--- src/rtl/uk101_pkg.sv ---
// rtl/uk101_pkg.sv - shared types and constants for the UK101 ascii loader
package uk101_pkg;

  typedef enum logic [2:0] {IDLE, START, DATA, STOP, GAP} ser_state_t;

  localparam int BAUD_9600 = 9600;
  localparam int BAUD_300  = 300;

  localparam logic [7:0] ASCII_CR  = 8'h0D;
  localparam logic [7:0] ASCII_LF  = 8'h0A;
  localparam logic [7:0] ASCII_SUB = 8'h1A;

  // LF is implied by the CR gap and SUB is a DOS end-of-file marker; neither reaches BASIC.
  function automatic logic is_dropped(input logic [7:0] b);
    return (b == ASCII_LF) || (b == ASCII_SUB);
  endfunction

endpackage

--- src/rtl/ascii_load_arbiter_if.sv ---
// rtl/ascii_load_arbiter_if.sv - hps_io download bus into the ascii load arbiter
interface ascii_load_arbiter_if;

  logic       ioctl_download;
  logic [7:0] ioctl_index;
  logic       ioctl_wr;
  logic [7:0] ioctl_data;
  logic       ioctl_wait;

  modport master (output ioctl_download, ioctl_index, ioctl_wr, ioctl_data, input ioctl_wait);
  modport slave  (input ioctl_download, ioctl_index, ioctl_wr, ioctl_data, output ioctl_wait);

endinterface

--- src/rtl/uk101_byte_fifo.sv ---
// rtl/uk101_byte_fifo.sv - show-ahead byte FIFO with synchronous flush
module uk101_byte_fifo #(
  parameter int DEPTH = 16
) (
  input  logic                     clk,
  input  logic                     rst,
  input  logic                     push,
  input  logic                     pop,
  input  logic                     flush,
  input  logic [7:0]               din,
  output logic [7:0]               dout,
  output logic [$clog2(DEPTH):0]   count
);

  localparam int AW = $clog2(DEPTH);

  logic [7:0]    mem_q [DEPTH];
  logic [AW-1:0] rd_ptr_q, wr_ptr_q;
  logic [AW:0]   count_q, count_d;
  logic          do_push, do_pop;

  // A push into a full FIFO is silently ignored.
  assign do_push = push && (count_q != (AW+1)'(DEPTH));
  assign do_pop  = pop && (count_q != '0);
  assign count_d = count_q + (AW+1)'(do_push) - (AW+1)'(do_pop);

  always_ff @(posedge clk or posedge rst) begin
    if (rst) begin
      rd_ptr_q <= '0;
      wr_ptr_q <= '0;
      count_q  <= '0;
    end else if (flush) begin
      rd_ptr_q <= '0;
      wr_ptr_q <= '0;
      count_q  <= '0;
    end else begin
      if (do_push) wr_ptr_q <= wr_ptr_q + 1'b1;
      if (do_pop)  rd_ptr_q <= rd_ptr_q + 1'b1;
      count_q <= count_d;
    end
  end

  always_ff @(posedge clk) begin
    if (do_push) mem_q[wr_ptr_q] <= din;
  end

  assign dout  = mem_q[rd_ptr_q];
  assign count = count_q;

endmodule

--- src/rtl/ascii_load_arbiter.sv ---
// rtl/ascii_load_arbiter.sv - buffers OSD ascii bytes and re-serialises them as 8N1 into uk101 rxd
module ascii_load_arbiter
  import uk101_pkg::*;
#(
  parameter int CLK_HZ      = 50_000_000,
  parameter int FIFO_DEPTH  = 16,
  parameter int GAP_BITS    = 2,
  parameter int CR_GAP_BITS = 200
) (
  input  logic                 clk_sys,
  input  logic                 reset,
  input  logic                 load_from,
  input  logic                 baud_sel,
  ascii_load_arbiter_if.slave  ioctl,
  input  logic                 uart_rxd,
  output logic                 acia_rxd,
  output logic                 busy
);

  localparam int DIV_W = $clog2(CLK_HZ / BAUD_300);
  localparam int GAP_W = $clog2(CR_GAP_BITS + 1);
  localparam int CNT_W = $clog2(FIFO_DEPTH) + 1;

  localparam logic [DIV_W-1:0] RELOAD_9600 = DIV_W'(CLK_HZ / BAUD_9600 - 1);
  localparam logic [DIV_W-1:0] RELOAD_300  = DIV_W'(CLK_HZ / BAUD_300 - 1);
  localparam logic [GAP_W-1:0] GAP_LAST    = GAP_W'(GAP_BITS - 1);
  localparam logic [GAP_W-1:0] CR_GAP_LAST = GAP_W'(CR_GAP_BITS - 1);

  ser_state_t       state_q, state_d;
  logic [DIV_W-1:0] div_q, div_d, reload_q, reload_d, frame_reload;
  logic [2:0]       bit_q, bit_d;
  logic [GAP_W-1:0] gap_q, gap_d;
  logic [7:0]       byte_q, byte_d;
  logic             wait_q, wait_d;

  logic             push, pop, tx_line;
  logic [7:0]       fifo_dout;
  logic [CNT_W-1:0] count;

  assign push = !load_from && ioctl.ioctl_download && ioctl.ioctl_wr &&
                (ioctl.ioctl_index == 8'd0) && !is_dropped(ioctl.ioctl_data);

  uk101_byte_fifo #(.DEPTH(FIFO_DEPTH)) u_fifo (
    .clk   (clk_sys),
    .rst   (reset),
    .push  (push),
    .pop   (pop),
    .flush (load_from),
    .din   (ioctl.ioctl_data),
    .dout  (fifo_dout),
    .count (count)
  );

  // Two entries of headroom absorb the write that lands while the registered flag updates.
  assign wait_d       = (count >= CNT_W'(FIFO_DEPTH - 2)) && !load_from;
  assign frame_reload = baud_sel ? RELOAD_300 : RELOAD_9600;

  always_ff @(posedge clk_sys or posedge reset) begin
    if (reset) begin
      state_q  <= IDLE;
      div_q    <= '0;
      reload_q <= '0;
      bit_q    <= '0;
      gap_q    <= '0;
      byte_q   <= '0;
      wait_q   <= 1'b0;
    end else begin
      state_q  <= state_d;
      div_q    <= div_d;
      reload_q <= reload_d;
      bit_q    <= bit_d;
      gap_q    <= gap_d;
      byte_q   <= byte_d;
      wait_q   <= wait_d;
    end
  end

  always_comb begin
    state_d  = state_q;
    div_d    = div_q;
    reload_d = reload_q;
    bit_d    = bit_q;
    gap_d    = gap_q;
    byte_d   = byte_q;
    if (load_from) begin
      state_d = IDLE;
      div_d   = '0;
      bit_d   = '0;
    end else begin
      case (state_q)
        IDLE: begin
          if (pop) begin
            byte_d   = fifo_dout;
            reload_d = frame_reload;
            div_d    = frame_reload;
            bit_d    = '0;
            state_d  = START;
          end
        end
        START: begin
          if (div_q == '0) begin
            div_d   = reload_q;
            state_d = DATA;
          end else div_d = div_q - 1'b1;
        end
        DATA: begin
          if (div_q == '0) begin
            div_d = reload_q;
            if (bit_q == 3'd7) state_d = STOP;
            else               bit_d   = bit_q + 1'b1;
          end else div_d = div_q - 1'b1;
        end
        STOP: begin
          if (div_q == '0) begin
            div_d   = reload_q;
            gap_d   = (byte_q == ASCII_CR) ? CR_GAP_LAST : GAP_LAST;
            state_d = GAP;
          end else div_d = div_q - 1'b1;
        end
        GAP: begin
          if (div_q == '0) begin
            if (gap_q == '0) state_d = IDLE;
            else begin
              gap_d = gap_q - 1'b1;
              div_d = reload_q;
            end
          end else div_d = div_q - 1'b1;
        end
        default: state_d = IDLE;
      endcase
    end
  end

  always_comb begin
    pop = (state_q == IDLE) && !load_from && (count != '0);
    case (state_q)
      START:   tx_line = 1'b0;
      DATA:    tx_line = byte_q[bit_q];
      default: tx_line = 1'b1;
    endcase
  end

  assign acia_rxd         = load_from ? uart_rxd : tx_line;
  assign busy             = (count != '0) || (state_q != IDLE);
  assign ioctl.ioctl_wait = wait_q;

endmodule

--- src/flat_wrapper.sv ---
// flat-port wrapper written by rule: the top's interface ports become plain ports
module ascii_load_arbiter_flat import uk101_pkg::*;
#(
  parameter int CLK_HZ      = 50_000_000,
  parameter int FIFO_DEPTH  = 16,
  parameter int GAP_BITS    = 2,
  parameter int CR_GAP_BITS = 200
)
  (clk_sys, reset, load_from, baud_sel, uart_rxd, acia_rxd, busy, ioctl_ioctl_download, ioctl_ioctl_index, ioctl_ioctl_wr, ioctl_ioctl_data, ioctl_ioctl_wait);
  ascii_load_arbiter_if ioctl_i ();
  input  logic clk_sys;
  input  logic reset;
  input  logic load_from;
  input  logic baud_sel;
  input  logic uart_rxd;
  output logic acia_rxd;
  output logic busy;
  input wire logic [$bits(ioctl_i.ioctl_download)-1:0] ioctl_ioctl_download;
  input wire logic [$bits(ioctl_i.ioctl_index)-1:0] ioctl_ioctl_index;
  input wire logic [$bits(ioctl_i.ioctl_wr)-1:0] ioctl_ioctl_wr;
  input wire logic [$bits(ioctl_i.ioctl_data)-1:0] ioctl_ioctl_data;
  output wire logic [$bits(ioctl_i.ioctl_wait)-1:0] ioctl_ioctl_wait;
  assign ioctl_i.ioctl_download = ioctl_ioctl_download;
  assign ioctl_i.ioctl_index = ioctl_ioctl_index;
  assign ioctl_i.ioctl_wr = ioctl_ioctl_wr;
  assign ioctl_i.ioctl_data = ioctl_ioctl_data;
  assign ioctl_ioctl_wait = ioctl_i.ioctl_wait;
  ascii_load_arbiter #(.CLK_HZ(CLK_HZ), .FIFO_DEPTH(FIFO_DEPTH), .GAP_BITS(GAP_BITS), .CR_GAP_BITS(CR_GAP_BITS)) u_core (.clk_sys(clk_sys), .reset(reset), .load_from(load_from), .baud_sel(baud_sel), .ioctl(ioctl_i), .uart_rxd(uart_rxd), .acia_rxd(acia_rxd), .busy(busy));
endmodule
--- config.mk ---
export PLATFORM = sky130hd
export DESIGN_NAME = ascii_load_arbiter_flat
export DESIGN_NICKNAME = d
export VERILOG_FILES = /design/src/rtl/uk101_pkg.sv /design/src/rtl/ascii_load_arbiter_if.sv /design/src/rtl/uk101_byte_fifo.sv /design/src/rtl/ascii_load_arbiter.sv /design/src/flat_wrapper.sv
export SDC_FILE = /design/constraint.sdc
export NUM_CORES = 1
export LEC_CHECK = 0
export ABC_AREA = 0
export BUFFER_PORTS_ARGS = -buffer_cell sky130_fd_sc_hd__buf_2
export CAP_MARGIN = 20
export CORE_MARGIN = 2
export CORE_UTILIZATION = 60
export CTS_BUF_LIST = sky130_fd_sc_hd__clkbuf_2
export DETAILED_ROUTE_END_ITERATION = 8
export PLACE_DENSITY = 0.82
export SLEW_MARGIN = 10
export SYNTH_ARGS = -nofsm -noshare
export SYNTH_HDL_FRONTEND = slang
export SYNTH_SLANG_ARGS = --single-unit
export TNS_END_PERCENT = 50
--- constraint.sdc ---
create_clock -name clk_sys -period 6.65 [get_ports clk_sys]
set_input_delay 0.665 -clock clk_sys [delete_from_list [all_inputs] [get_ports clk_sys]]
set_output_delay 0.665 -clock clk_sys [all_outputs]
set_load 0.005 [all_outputs]
==> results of run 1 <==
==> power by group through the flow <==
stage	sequential, uW	combinational (uW)	clock (uW)
4_1_cts	1450	1060	568
3_5_place_dp	1470	1060	0
5_1_grt	1470	1160	609
6_report	1450	1060	553
2_1_floorplan	1430	852	0
3_3_place_gp	1460	1010	0
==> synth_stat cells, drive strengths merged (9+ instances only) <==
cell and n:
a21oi 24, a31oi 9, buf 10, clkbuf 17, dfrtp 57, edfxtp 128, ha 20, inv 26
mux2 11, mux4 42, nand2 34, nand3 12, nor2 42, nor3 18, nor4 9, o21ai 40
==> logic make-up after synthesis <==
kind of cell    after synthesis  synth area share [%]
flops                       185                  61.8
buf+inv                      53                  2.58
mux                          56                  12.9
xor+xnor                     14                  1.44
fa+ha+maj                    21                  3.17
simple gates                158                  9.82
compound gates              107                  8.24
==> cell type report <==
class	instances	area share [%]
clock buffers	18	0.995
clock inverters	14	1.69
inverters	26	1.08
multi-input cells	356	33.5
flip-flops and latches	185	58.2
well taps	180	2.49
repair buffers	33	2.05
==> through the flow <==
step / power [uW] / hold WS, ps / worst slack [ps] / utilization, %
4_1_cts: 3080 / 34.3 / 3430 / 65.2
3_5_place_dp: 2530 / 458 / 3260 / 63.5
2_1_floorplan: 2280 / 434 / 3480 / -
5_1_grt: 3240 / 56.7 / 3200 / 65.2
3_3_place_gp: 2480 / 451 / 3370 / 63.5
6_report: 3070 / 85.1 / 3440 / 65.2
==> worst min path at each step <==
| stage | end | cells after the start | slack [ps] |
|---|---|---|---|
| 4_1_cts | u_core.div_q[14] | 3 | 30 |
| 2_1_floorplan | u_core.reload_q[0] | 1 | 430 |
| 3_5_place_dp | u_core.reload_q[0] | 1 | 460 |
| 6_report | u_core.u_fifo.rd_ptr_q[3] | 3 | 90 |
| 3_3_place_gp | u_core.reload_q[0] | 1 | 450 |
| 5_1_grt | u_core.div_q[14] | 3 | 60 |
==> flip-flops by register name, indices dropped and copies added (netlist names) <==
name	count
u_core.state_q	3
u_core.div_q	18
u_core.bit_q	3
u_core.reload_q	3
u_core.u_fifo.mem_q	128
u_core.u_fifo.wr_ptr_q	4
u_core.u_fifo.count	5
u_core.u_fifo.rd_ptr_q	4
u_core.byte_q	8
u_core.ioctl.ioctl_wait	1
u_core.gap_q	8
==> worst min-delay path, stage by stage <==
cell and delay [ps]:
buf_2 100, inv_2 30, buf_4 560
==> routing by layer <==
| metal | vias up | track usage, % | part of all wire, % |
|---|---|---|---|
| li1 | 2345 | - | - |
| met1 | 2630 | 31.9 | 39 |
| met3 | 32 | 5.40 | 5.8 |
| met2 | 212 | 43.6 | 53 |
| met5 | - | 0 | 0 |
| met4 | 0 | 7.67 | 2.1 |
==> results.ini, run 1 <==
[run_status]
status = completed

[logic_synthesis]
synth_area_leaders = edfxtp_1 45%, dfrtp_1 17%, mux4_2 11%
synthCells = 594
synth_top_area_share_pct = 45.1
yosysSeqAreaShare_pct = 61.8
synth_cell_type_count = 67
synth_largest_area_cell = edfxtp_1
async_flop_share_pct = 30.8
ys_seq_elements = 185
yosys_warnings = 0
synth_area_um2 = 8520
synth_edf_count = 128
syn_nets = 638
avgSynthCellArea_um2 = 14.3
synth_ff_type = edfxtp_1

[critical_path]
r2r_setup_slack_ps = 3440
r2r_end = u_core.u_fifo.count[4]
cp_max_fo = 17
r2r-start = u_core.u_fifo.count[2]
cp.depth = 15
reg2reg_depth = 15
cp.arrival_ps = 3840
startpoint_type = flip-flop
worst_path_largest_cell_delay_ps = 630
cp-endpoint = u_core.u_fifo.count[4]
cp.required_ps = 7280
crit_chain = inv_1, ha_1, nor4b_2, nor4_2, buf_4, ha_1, inv_1, ha_1, inv_1, fa_1, inv_1, a21oi_1, o21bai_1, xnor2_1, nor2_1
crit_path_frequent_cell = inv_1
critPathKind = reg2reg
crit_slowest_cell = nor4b_2
worst-path-buf-inv = 5
critPathLaunch = u_core.u_fifo.count[2]
crit_family = adder cells
endpoint_kind = flip-flop

[finish]
layout-drive-gt1-share_pct = 22.0
fin_nets = 663
syn_to_final_growth_pct = 6.24
final_cells = 812
final_area_um2 = 9050
seq_area_um2 = 5270
multi_input_area_um2 = 3030
mostFrequentLayoutCells = 128 x edfxtp_1, 56 x dfrtp_1, 42 x nor2_1, 42 x mux4_2, 40 x o21ai_0
antenna_cells = 0
fillers = 984
final_common_cell = edfxtp_1

[cts]
post_cts.repair.setup_buffers = 0
numCtsBuffers = 17
clock_latency_ps = 740
cts_tree = done
cts.hold.buffers_added = 0
path_clk_slew_ps = 310
ctsLongestPathBuffers = 2
clkSinkCount = 185
cts-root-buf = clkbuf_2
htree_levels = 4
post_cts_resized = 0

[detailed_routing]
drtAntennaViolNets = 0
wirelength_um = 17900
via_count = 5219
vias_per_cell = 6.43
drt_pre_antenna_iters = 5
drt_iter0_drc = 666
route.detailed.drc = 0
wl_per_cell_um = 22.0

[pwr]
power.density_nw_per_um2 = 339
ir_worst_vdd_mv = 0.296
power_frac_seq_pct = 47.3
switching_share_pct = 36.3
p_clk_share_pct = 18.0
power.leakage_uw = 0.00318
comb_power_share_pct = 34.7
p_sw_uw = 1110
power.internal_uw = 1960

[floorplan]
core_area_um2 = 13900
die_h_um = 123
dieWidth_um = 123
num_io_pins = 26
initial_core_util_pct = 61.4
die_area_um2 = 15200
rows = 43

[timing]
timing.final.crit_share_pct = 48.3
slew_viol_final = 0
setup_violations = 0
skew_ps = 52.9
fmax_mhz = 311
hold_violations = 0
final.setup.tns_ps = 0
relSlewSlack_pct = 24.8
worst_pin_slew_ps = 1120
rsz0062_at_grt = false
layout_min_cycle_time_ps = 3210

[min_path]
hp-class = in2async

[global_routing]
track_usage_pct = 25.1
grt_pass1_wl_um = 27800
antenna_found_initial = 1
grt_max_degree = 58
overflow = 0
grt_pass1_vias = 5230

[place]
numPlacedInstances = 780
hpwlAfterDp_um = 11600
place.gp.congestion = 0.901
port_buffers = 25
placed_cell_area_um2 = 8810

[run]
maxCapViolCount = 0

No activity file was read; power rests on OpenSTA's default activity.
==> run 2, diff against run 1 <==
- ABC_AREA: 0 -> 1
- CORE_UTILIZATION: 60 -> 58
- PLACE_DENSITY: 0.82 -> 0.83
- clock period: 6.65 -> 2.75 ns (I/O delays scaled with it)
==> results.ini, run 2 <==
[finish]
final_common_cell = nor2_1
top_regs = u_core.u_fifo.mem_q (128), u_core.div_q (18)
layout-drive-gt1-share_pct = 12.9
fin_nets = 1039
mostFrequentLayoutCells = 174 x nor2_1, 169 x nand2_1, 128 x edfxtp_1, 87 x o21ai_0, 60 x inv_1
final_util_pct = 65.1
max_flop_register = u_core.u_fifo.mem_q
largest_register_ffs = 128
syn_to_final_growth_pct = 9.83

[logic_synthesis]
avgSynthCellArea_um2 = 9.54
yosys_warnings = 0
ys_seq_elements = 185
synth_ff_type = edfxtp_1
synth_area_um2 = 9010
yosysSeqAreaShare_pct = 58.5
syn_nets = 989
synth_edf_count = 128
synthCells = 945
yosysMostFrequentCell = nor2_1
synth_area_leaders = edfxtp_1 43%, dfrtp_1 16%, nor2_1 7.3%
synth_largest_area_cell = edfxtp_1
async_flop_share_pct = 30.8
netlist_top_cells_count = 175 x nor2_1, 170 x nand2_1, 128 x edfxtp_1
synth_top_area_share_pct = 42.6
synth_cell_type_count = 41

[cts]
cts_tree = done
cts-root-buf = clkbuf_2
clock_latency_ps = 790
path_clk_slew_ps = 310
ctsLongestPathBuffers = 2
numCtsBuffers = 17
clkSinkCount = 185
htree_levels = 4

[detailed_routing]
via_count = 6920
drt_iter0_drc = 769
drt_pre_antenna_iters = 6
vias_per_cell = 5.78
wirelength_um = 20500
drtAntennaViolNets = 0
wl_per_cell_um = 17.1
route.detailed.drc = 0

[min_path]
hp-class = in2async

[critical_path]
cp_max_fo = 6
cp.arrival_ps = 3350
r2r-start = u_core.u_fifo.count[2]
cp.required_ps = 3450
critPathKind = in2reg
endpoint_kind = flip-flop
reg2reg_depth = 18
critPathLaunch = ioctl_ioctl_index[6]
startpoint_type = input port

[timing]
setup_violations = 0
hold_violations = 0
relSlewSlack_pct = 32.6
slew_viol_final = 0
skew_ps = 36.5
layout_min_cycle_time_ps = 2650
timing.final.crit_share_pct = 96.4
setup_ws_ps = 98.8
hold-worst-slack_ps = 132
worst_pin_slew_ps = 1010
fmax_mhz = 377

[floorplan]
die_h_um = 129
initial_core_util_pct = 59.3
dieWidth_um = 129
die_area_um2 = 16600
rows = 45
num_io_pins = 26
core_area_um2 = 15200

[place]
port_buffers = 25
place.gp.congestion = 0.918
pre_cts_slack_ps = 123
hpwlAfterDp_um = 12800

[pwr]
switching_share_pct = 42.1
power.density_nw_per_um2 = 832
ir_worst_vdd_mv = 0.508
power.internal_uw = 4770
p_sw_uw = 3470
comb_power_share_pct = 38.8
power_frac_seq_pct = 43.1
p_clk_share_pct = 18.1
power.leakage_uw = 0.00401

[global_routing]
grt_pass1_wl_um = 32500
overflow = 0
track_usage_pct = 25.5
grt_max_degree = 68
antenna_found_initial = 1
grt_pass1_vias = 6518

[run_status]
status = completed

[run]
maxCapViolCount = 0

-- run 2: changes by cell type after synthesis, moves of 34 or more --
| cell | previous run | this run |
|---|---|---|
| o211ai_1 | 0 | 34 |
| mux4_2 | 42 | 0 |
| nand3_1 | 12 | 54 |
| nor2_1 | 42 | 175 |
| inv_1 | 26 | 64 |
| o21ai_0 | 40 | 88 |
| nand2_1 | 34 | 170 |
-- run 2: layout make-up --
class                           count  area [um2]
Clock buffer                       17        85.1
Tap cell                          188         235
Clock inverter                     15         190
Multi-Input combinational cell    652        3330
Antenna cell                        1        2.50
Timing Repair Buffer               65         500
Sequential cell                   185        5270
Fill cell                        1118        5300
Inverter                           74         279
-- run 2: kinds of logic after synthesis --
logic type / Yosys count / share of synthesized area [%]
buffers and inverters: 108 / 4.97
adder cells (fa/ha/maj): 21 / 3.00
AND/OR/NAND/NOR: 454 / 22.0
XOR/XNOR: 15 / 1.46
flip-flops: 185 / 58.5
AO/OA/AOI/OAI: 162 / 10.1
-- run 2: through the flow --
step	total power, uW	area (um2)	std cells	setup TNS, ps
2_1_floorplan	5910	9010	945	0
3_3_place_gp	6510	9360	1141	0
3_5_place_dp	6620	9360	1141	0
4_1_cts	8090	9830	1193	0
5_1_grt	8820	9900	1197	-76.5
6_report	8240	9900	1197	0
-- run 2: critical path, cell delays in order --
cell and delay (ps):
dlygate4sd3_1 530, buf_2 130, nor2_1 70, dlygate4sd3_1 560
nand2_1 50, dlygate4sd3_1 550, nor2_1 100, dlygate4sd3_1 550
nand2_1 70, nor2_2 150, o21ai_2 90, nand2_2 120
o21ai_0 110
-- run 2: path summary, 6_finish.rpt --
kind                            slack (ps)                        end
worst min-delay path                   130           u_core.byte_q[4]
min in group clk_sys                   220     u_core.u_fifo.count[1]
worst min register to register         530         u_core.reload_q[0]
worst max-delay path                   100  u_core.u_fifo.wr_ptr_q[1]
max in group asynchronous             1990         u_core.reload_q[0]
worst max register to register         130     u_core.u_fifo.count[4]
-- run 2: layer usage --
layer / track usage [%] / part of all wire (%) / vias to the layer above
met4: 11.0 / 2.5 / 0
met1: 33.2 / 41 / 3315
met3: 4.70 / 6.2 / 47
met5: 0 / 0 / -
li1: - / - / 3293
met2: 42.4 / 50 / 265
-- run 2: what timing repair did --
action	in CTS	in global routing
endpoints found under the setup margin	0	5
hold buffers	20	0
buffers inserted	0	3
gates resized for setup	0	12
endpoints found under the hold margin	188	0
-- run 2: power groups by stage --
stage	sequential [uW]	clock, uW	combinational [uW]
final	3550	1490	3200
after global routing	3590	1590	3640
after CTS	3530	1490	3060
after detailed placement	3590	0	3030
after global placement	3580	0	2920
after floorplan	3510	0	2400
